### src/rtl/adder_tree_pipe.sv
// Pipelined signed adder tree with valid/ready flow control and first/last group accumulation.
// Optional: define ADDER_TREE_PIPE_SAT_EN to clamp the accumulator instead of wrapping.
module adder_tree_pipe #(
    parameter int unsigned NINPUTS = 27,
    parameter int unsigned IWIDTH  = 8,
    parameter int unsigned OWIDTH  = 18,
    parameter int unsigned CNTW    = 8
) (
    input  logic                     clk,
    input  logic                     rst,
    input  logic                     in_valid,
    output logic                     in_ready,
    input  logic                     in_first,
    input  logic                     in_last,
    input  logic signed [IWIDTH-1:0] d [NINPUTS],
    output logic                     out_valid,
    input  logic                     out_ready,
    output logic signed [OWIDTH-1:0] q,
    output logic [CNTW-1:0]          out_count,
    output logic                     out_err
);

    localparam int unsigned L  = $clog2(NINPUTS);
    localparam int unsigned TW = IWIDTH + L;

    // Single global advance: the whole pipe stalls only when a result is waiting.
    logic adv;
    assign adv      = !out_valid || out_ready;
    assign in_ready = adv;

    for (genvar l = 1; l <= int'(L); l++) begin : g_lvl
        localparam int unsigned NI = (NINPUTS + (1 << (l - 1)) - 1) >> (l - 1);
        localparam int unsigned NO = (NINPUTS + (1 << l) - 1) >> l;
        localparam int unsigned WO = IWIDTH + l;

        logic signed [WO-2:0] src [NI];
        logic signed [WO-1:0] nxt [NO];
        logic signed [WO-1:0] sum [NO];
        logic                 vld_in, fst_in, lst_in;
        logic                 vld, fst, lst;

        if (l == 1) begin : g_head
            assign vld_in = in_valid;
            assign fst_in = in_first;
            assign lst_in = in_last;
            for (genvar i = 0; i < int'(NI); i++) begin : g_src
                assign src[i] = d[i];
            end
        end else begin : g_body
            assign vld_in = g_lvl[l-1].vld;
            assign fst_in = g_lvl[l-1].fst;
            assign lst_in = g_lvl[l-1].lst;
            for (genvar i = 0; i < int'(NI); i++) begin : g_src
                assign src[i] = g_lvl[l-1].sum[i];
            end
        end

        // Pairwise add; an unpaired operand passes through sign-extended.
        for (genvar j = 0; j < int'(NO); j++) begin : g_pair
            if (2 * j + 1 < int'(NI)) begin : g_add
                assign nxt[j] = WO'(src[2*j]) + WO'(src[2*j+1]);
            end else begin : g_pass
                assign nxt[j] = WO'(src[2*j]);
            end
        end

        always_ff @(posedge clk) begin
            if (adv) begin
                sum <= nxt;
                fst <= fst_in;
                lst <= lst_in;
            end
        end

        always_ff @(posedge clk) begin
            if (rst) begin
                vld <= 1'b0;
            end else if (adv) begin
                vld <= vld_in;
            end
        end
    end

    typedef enum logic {IDLE, ACC} state_t;

    state_t                     state;
    logic signed [OWIDTH-1:0]   acc;
    logic [CNTW-1:0]            cnt;

    logic                       tv, tf, tl;
    logic signed [TW-1:0]       tsum;
    logic                       start, ferr;
    logic signed [OWIDTH-1:0]   base, addend, acc_nxt;
    logic [CNTW-1:0]            cnt_nxt;

    assign tv     = g_lvl[L].vld;
    assign tf     = g_lvl[L].fst;
    assign tl     = g_lvl[L].lst;
    assign tsum   = g_lvl[L].sum[0];

    // A beat opens a fresh group when idle or when it carries first.
    assign start  = (state == IDLE) || tf;
    assign ferr   = (state == IDLE) != tf;
    assign base   = start ? '0 : acc;
    assign addend = OWIDTH'(tsum);
    assign cnt_nxt = start ? CNTW'(1) : ((&cnt) ? cnt : cnt + CNTW'(1));

`ifdef ADDER_TREE_PIPE_SAT_EN
    localparam int unsigned XW = OWIDTH + 1;
    logic signed [XW-1:0] wide;
    always_comb begin
        wide    = XW'(base) + XW'(addend);
        acc_nxt = wide[OWIDTH-1:0];
        if (wide[XW-1] != wide[XW-2]) begin
            acc_nxt = wide[XW-1] ? {1'b1, {(OWIDTH-1){1'b0}}} : {1'b0, {(OWIDTH-1){1'b1}}};
        end
    end
`else
    assign acc_nxt = base + addend;
`endif

    always_ff @(posedge clk) begin
        if (rst) begin
            state     <= IDLE;
            acc       <= '0;
            cnt       <= '0;
            out_valid <= 1'b0;
            q         <= '0;
            out_count <= '0;
            out_err   <= 1'b0;
        end else if (adv) begin
            out_valid <= 1'b0;
            if (tv) begin
                if (ferr) begin
                    out_err <= 1'b1;
                end
                acc <= acc_nxt;
                cnt <= cnt_nxt;
                if (tl) begin
                    out_valid <= 1'b1;
                    q         <= acc_nxt;
                    out_count <= cnt_nxt;
                    state     <= IDLE;
                end else begin
                    state     <= ACC;
                end
            end
        end
    end

endmodule

### config.mk
export PLATFORM = sky130hd
export DESIGN_NAME = adder_tree_pipe
export DESIGN_NICKNAME = d
export VERILOG_FILES = /design/src/rtl/adder_tree_pipe.sv
export SDC_FILE = /design/constraint.sdc
export NUM_CORES = 1
export LEC_CHECK = 0
export CAP_MARGIN = 20
export CORE_ASPECT_RATIO = 0.6
export CORE_MARGIN = 2
export CORE_UTILIZATION = 55
export CTS_BUF_LIST = sky130_fd_sc_hd__clkbuf_4 sky130_fd_sc_hd__clkbuf_8
export CTS_CLUSTER_SIZE = 10
export DETAILED_ROUTE_END_ITERATION = 8
export PLACE_DENSITY = 0.79
export SYNTH_ARGS = -nofsm -noshare
export SYNTH_HDL_FRONTEND = slang
export SYNTH_SLANG_ARGS = --single-unit
### constraint.sdc
create_clock -name clk -period 8.2 [get_ports clk]
set_input_delay 1.23 -clock clk [delete_from_list [all_inputs] [get_ports clk]]
set_output_delay 1.23 -clock clk [all_outputs]
set_load 0.005 [all_outputs]
==> qor.csv, run 1 <==
metric,value,unit
crit path launch type,input pin,
Area Overhead vs Synth,19.61,%
family with the most delay on the worst path,buffers and inverters,
H-tree depth,2,
fmax,222.7,MHz
reg-to-reg setup timing slack,4.59,ns
IO Pins,251,
Fillers,2842,
DRT met1 WL,20550,µm
Final HPWL DP,31460,µm
final hold vios,0,
CTS tree,built,
post-CTS sizing,0,
Routability Congestion,0.8825,
final setup violation count,0,
FF-to-FF End,acc[16]$_SDFFE_PP0P_,
main flop type after synthesis,edfxtp_1,
core area,0.03757,mm²
Die Area,0.03958,mm²
"area leader, netlist",edfxtp_1,
largest cells by area after synthesis,"edfxtp_1, ha_1, dfxtp_1, xnor2_1, nor2_1",
post-route setup slack,3.709,ns
drt total wl,41650,µm
CP Class,in2out,
worst min path class,reg2reg,
"commonest cells after routing, fill and taps aside","edfxtp_1, ha_1, clkdlybuf4s50_1",
Synth Instances,1926,
vias in the first global route,14690,
Pre-antenna DRT Iters,5,
Critical Path Max Stage Delay,0.67,ns
placed cells,2667,
Worst Hold End,g_lvl[4].lst$_DFFE_PN_,
initial antenna violation count,0,
"Buf+Inv Stages, Crit Path",3,
drt drc,0,
most frequent CP cell,clkdlybuf4s50_1,
power per cell area,294.7,mW/mm²
first-pass GRT wire length,68630,µm
setup bufs post-CTS,0,
clk sinks,345,
CTS buffer count,51,
post-synthesis cell type count,68,
min Tclk post-route,4.491,ns
wire per inst,15.10,µm
Max Cap Viol,0,
Fin Clk Skew,0.03582,ns
CP cell instances,"clkdlybuf4s50_1, nand2b_4, buf_4, clkdlybuf4s50_1",
Die X,255.5,µm
asr flop ratio synth,0,%
n_diodes,0,
starting density of the core,55.55,%
area occupied by multi-input gates,0.01036,mm²
PortBufs,250,
quantity of hold-fixing buffers added after cts,0,
Post-Syn Area per Cell,10.84,µm²
largest vdd supply drop,0.1402,mV
min-delay src,g_lvl[3].lst$_DFFE_PN_,
"commonest non-fill, non-tap cell in the layout",edfxtp_1,
"Seq/Total Area, Yosys",46.75,%
Worst Path Required,6.97,ns
Tcrit/Tclk final,54.76,%
uppermost routed layer,met4,
pre-CTS setup slack,2.919,ns
CP Max Fanout,72,
Relative slew margins,31.92,%
Leakage,10.22,nW
worst r2r src,g_lvl[5].fst$_DFFE_PN_,
Crit. End Element,output port,
"Data arrival, critical path",3.26,ns
GR Util All Layers,20.79,%
status,finished clean,
unrepaired setup endpoints after global routing,no,
met3 wire length,1816,µm
worst r2r path cells,12,
Die Span Y,154.9,µm
Post-synth EDFFs,285,
post-synth net total,2425,
detailed-route via count,14830,
final cell count without fillers,2759,
Met2 Wirelength,18650,µm
slew of the pin with the lowest slew margin,1.021,ns
row cnt,55,
#FFs+latches synth,345,
Skew-Pair Late Insertion Delay,0.60,ns
Initial DRC Count,817,
register area,0.009759,mm²
Final Max Slew Viols,0,
hold path cells,0,
largest net degree at the start of global routing,82,
Syn. warnings,0,
Worst-path clk slew,0.07,ns
CP max stage cell,buf_4,
clock buffer depth,3,
nets@finish,2708,
Yosys top cell area share,41.00,%
Via density,5.376,
Post-Syn Area,0.02087,mm²
total negative slack,0,ns
CTS root buffer,clkbuf_8,
total power,7.358,mW
gr ovfl total,0,
share of post-route cells with drive strength above 1,4.630,%
Final ANT Viol Nets,0,
[sequential cells by signal (all words and copies together), names as in the netlist]
signal	count
out_valid	1
acc	18
q	18
state	1
out_count	8
g_lvl.lst	5
cnt	8
g_lvl.fst	5
g_lvl.vld	5
out_err	1
g_lvl.sum	275
[how the worst max path moves through the flow]
stage,from,endpoint,slack (ns),cells past startpoint
after floorplan,out_ready,acc[15]$_SDFFE_PP0P_,1.81,5
after global placement,out_ready,q[15]$_SDFFE_PP0P_,3.02,7
after detailed placement,out_ready,q[15]$_SDFFE_PP0P_,2.92,7
after CTS,out_ready,q[15]$_SDFFE_PP0P_,3.52,7
after global routing,out_ready,in_ready,3.62,4
final,out_ready,in_ready,3.71,4
[where the power goes]
group / switching [mW] / internal, mW / leakage, nW
registers: 0.223 / 2.67 / 3.51
logic: 1.66 / 1.46 / 6.19
clock network: 0.647 / 0.707 / 0.528
total: 2.53 / 4.83 / 10.2
[synth_stat cells, drive strengths merged (6+ instances only)]
library cell	n
a211oi	6
a21boi	57
a21o	34
a21oi	90
a311oi	6
a31oi	21
and2	19
buf	11
clkbuf	15
dfxtp	60
edfxtp	285
fa	27
ha	250
inv	172
mux2i	8
nand2	116
nand2b	32
nand3	23
nand3b	24
nor2	178
nor2b	45
nor3	50
nor3b	16
o211ai	10
o21a	7
o21ai	106
o22ai	14
o41a	7
o41ai	15
or2	6
or3	16
xnor2	122
xor2	27
[cell families (layout without fill, tap and decap cells)]
logic type,Yosys count,in the layout,share of synthesized area (%)
DFF,345,345,46.75
AOI/OAI and AO/OA,410,410,12.83
buffers and inverters,198,518,3.644
xor gates and xnor gates,149,149,6.252
muxes,9,9,0.4376
adders and majority gates,277,277,17.57
and+or+nand+nor,538,538,12.51
[through the flow]
stage               cell area (µm²)  hold slack, ns  util, %
floorplan                     20870          0.4003        -
global placement              23940          0.4015    63.70
detailed placement            23940          0.4062    63.70
CTS                           24920          0.4107    66.32
global route                  24970          0.4208    66.45
finish                        24970          0.4063    66.45
[worst register-to-register path, cell delays in order (launching register included)]
cell	delay, ns
edfxtp_1	0.35
inv_1	0.06
ha_1	0.70
and2_1	0.24
ha_1	0.18
inv_1	0.07
fa_1	0.40
nor2b_1	0.22
o31a_1	0.27
o211ai_2	0.14
and4_1	0.23
or3_1	0.35
a311oi_1	0.30
[cell type report]
type                    count  share of cell area, %
inverters                 172                  2.586
well taps                 513                  2.571
clock buffers              71                  3.613
flip-flops and latches    345                  39.09
clock inverters            19                 0.3257
multi-input cells        1383                  41.50
repair buffers            256                  10.31
[routing by layer]
layer / vias up / track usage [%]
met3: 62 / 3.454
li1: 7492 / -
met2: 305 / 33.57
met5: - / 0
met4: 0 / 4.985
met1: 6973 / 29.56
(Power assumes the default switching activity.)
==> run 2, diff against run 1 <==
Settings changed: CORE_UTILIZATION 55 to 53.
Clock period 8.2 ns to 3.7 ns, I/O delays scaled along.
==> run 2 against run 1 <==
Against the previous run: hold slack better by 0.012 ns; final area up 0.52%; non-clock buffer count up 2; die area up 3.7%; power up 130%; routed wire length up 0.89%; final cell count up 0.43%; worst setup slack worse by 3.1 ns; sequential cell count unchanged; utilization down 2.0 points; via count up 0.20%; largest cell class unchanged; highest routed layer unchanged.
==> qor.csv, run 2 (synthesized netlist as in run 1, its figures left out) <==
metric,value,unit
Largest register FFs,275,
CP Class,reg2reg,
PortBufs,250,
row cnt,56,
final setup violation count,0,
pre-CTS setup slack,0.6280,ns
Initial DRC Count,823,
setup bufs post-CTS,0,
Leakage,10.28,nW
GR Util All Layers,20.53,%
core area,0.03896,mm²
largest vdd supply drop,0.3447,mV
Die X,260.2,µm
largest registers,"g_lvl.sum (275), acc (18), q (18)",
FF-to-FF End,acc[16]$_SDFFE_PP0P_,
CTS buffer count,52,
Tcrit/Tclk final,83.73,%
largest net degree at the start of global routing,146,
Final HPWL DP,32100,µm
share of post-route cells with drive strength above 1,4.802,%
gr ovfl total,0,
reg-to-reg setup timing slack,0.60,ns
H-tree depth,2,
final hold vios,0,
Fin Clk Skew,0.03133,ns
fmax,322.8,MHz
"commonest cells after routing, fill and taps aside","edfxtp_1, ha_1, clkdlybuf4s50_1",
initial antenna violation count,0,
Routability Congestion,0.8699,
clk sinks,345,
wire per inst,15.17,µm
min Tclk post-route,3.098,ns
Setup crit end,acc[16]$_SDFFE_PP0P_,
total negative slack,0,ns
n_diodes,0,
Fillers,2955,
Final Max Slew Viols,0,
"Data arrival, critical path",3.59,ns
worst r2r path cells,12,
Skew-Pair Late Insertion Delay,0.60,ns
IO Pins,251,
CP Max Fanout,10,
Worst Path Required,4.20,ns
power per cell area,660.0,mW/mm²
slew of the pin with the lowest slew margin,0.8012,ns
"commonest non-fill, non-tap cell in the layout",edfxtp_1,
Max Cap Viol,0,
drt total wl,42030,µm
area occupied by multi-input gates,0.01036,mm²
worst r2r src,g_lvl[5].fst$_DFFE_PN_,
crit path launch type,register,
CTS tree,built,
Area Overhead vs Synth,20.22,%
unrepaired setup endpoints after global routing,no,
status,finished clean,
Via density,5.363,
Crit. End Element,register,
detailed-route via count,14860,
Die Span Y,157.7,µm
Largest Register,g_lvl.sum,
nets@finish,2711,
post-route setup slack,0.6021,ns
Final ANT Viol Nets,0,
Die Area,0.04104,mm²
Pre-antenna DRT Iters,7,
quantity of hold-fixing buffers added after cts,0,
starting density of the core,53.58,%
worst min path class,reg2reg,
register area,0.009759,mm²
first-pass GRT wire length,68920,µm
clock buffer depth,3,
Relative slew margins,46.59,%
Worst-path clk slew,0.06,ns
CTS root buffer,clkbuf_8,
drt drc,0,
post-CTS sizing,0,
vias in the first global route,14490,
Critical Path Start,g_lvl[5].fst$_DFFE_PN_,
-- run 2: stage by stage --
stage          hold WS (ns)  power, mW  std cells  util, %  area (µm²)
2_1_floorplan        0.4003      11.52       1926        -       20880
3_3_place_gp         0.4013      12.95       2680    61.61       24000
3_5_place_dp         0.4057      13.26       2680    61.61       24000
4_1_cts              0.4175      16.67       2771    64.42       25100
5_1_grt              0.4295      17.85       2771    64.42       25100
6_report             0.4180      16.56       2771    64.42       25100
-- run 2: area by class of cell --
type	instances	area share (%)
clock buffer	66	3.395
clock inverter	25	0.9623
inverter	172	2.573
multi-input combinational	1383	41.29
sequential	345	38.89
tap	522	2.603
timing repair buffer	258	10.29
-- run 2: critical path, stage by stage, from the launching register on --
cell and delay [ns]:
edfxtp_1 0.36, inv_1 0.07, ha_1 0.33, and2_1 0.18
ha_1 0.16, inv_1 0.06, fa_1 0.40, nor2b_1 0.22
o31a_1 0.24, o211ai_2 0.13, and4_1 0.23, or3_1 0.33
a311oi_1 0.30
-- run 2: worst min path at each step --
stage                                         start  slack [ns]                         to  cells past startpoint
after global placement       g_lvl[1].lst$_DFFE_PN_        0.40     g_lvl[2].lst$_DFFE_PN_                      0
final                     g_lvl[2].sum[4]$_DFFE_PN_        0.42  g_lvl[3].sum[4]$_DFFE_PN_                      0
after CTS                 g_lvl[2].sum[0]$_DFFE_PN_        0.42  g_lvl[3].sum[0]$_DFFE_PN_                      0
after detailed placement     g_lvl[2].fst$_DFFE_PN_        0.41     g_lvl[3].fst$_DFFE_PN_                      0
after global routing      g_lvl[2].sum[0]$_DFFE_PN_        0.43  g_lvl[3].sum[0]$_DFFE_PN_                      0
after floorplan              g_lvl[1].fst$_DFFE_PN_        0.40     g_lvl[2].fst$_DFFE_PN_                      0
-- run 2: power breakdown --
group	internal, mW	total [mW]	switching, mW	leakage, nW
Combinational	3.23	6.83	3.60	6.20
Clock	1.85	3.32	1.47	0.577
Sequential	5.91	6.41	0.503	3.51
-- run 2: metal layers --
layer	share of wire (%)	global-route usage (%)
met5	0	0
met4	1.4	4.680
met2	45	32.88
met3	5.3	3.794
met1	48	29.14
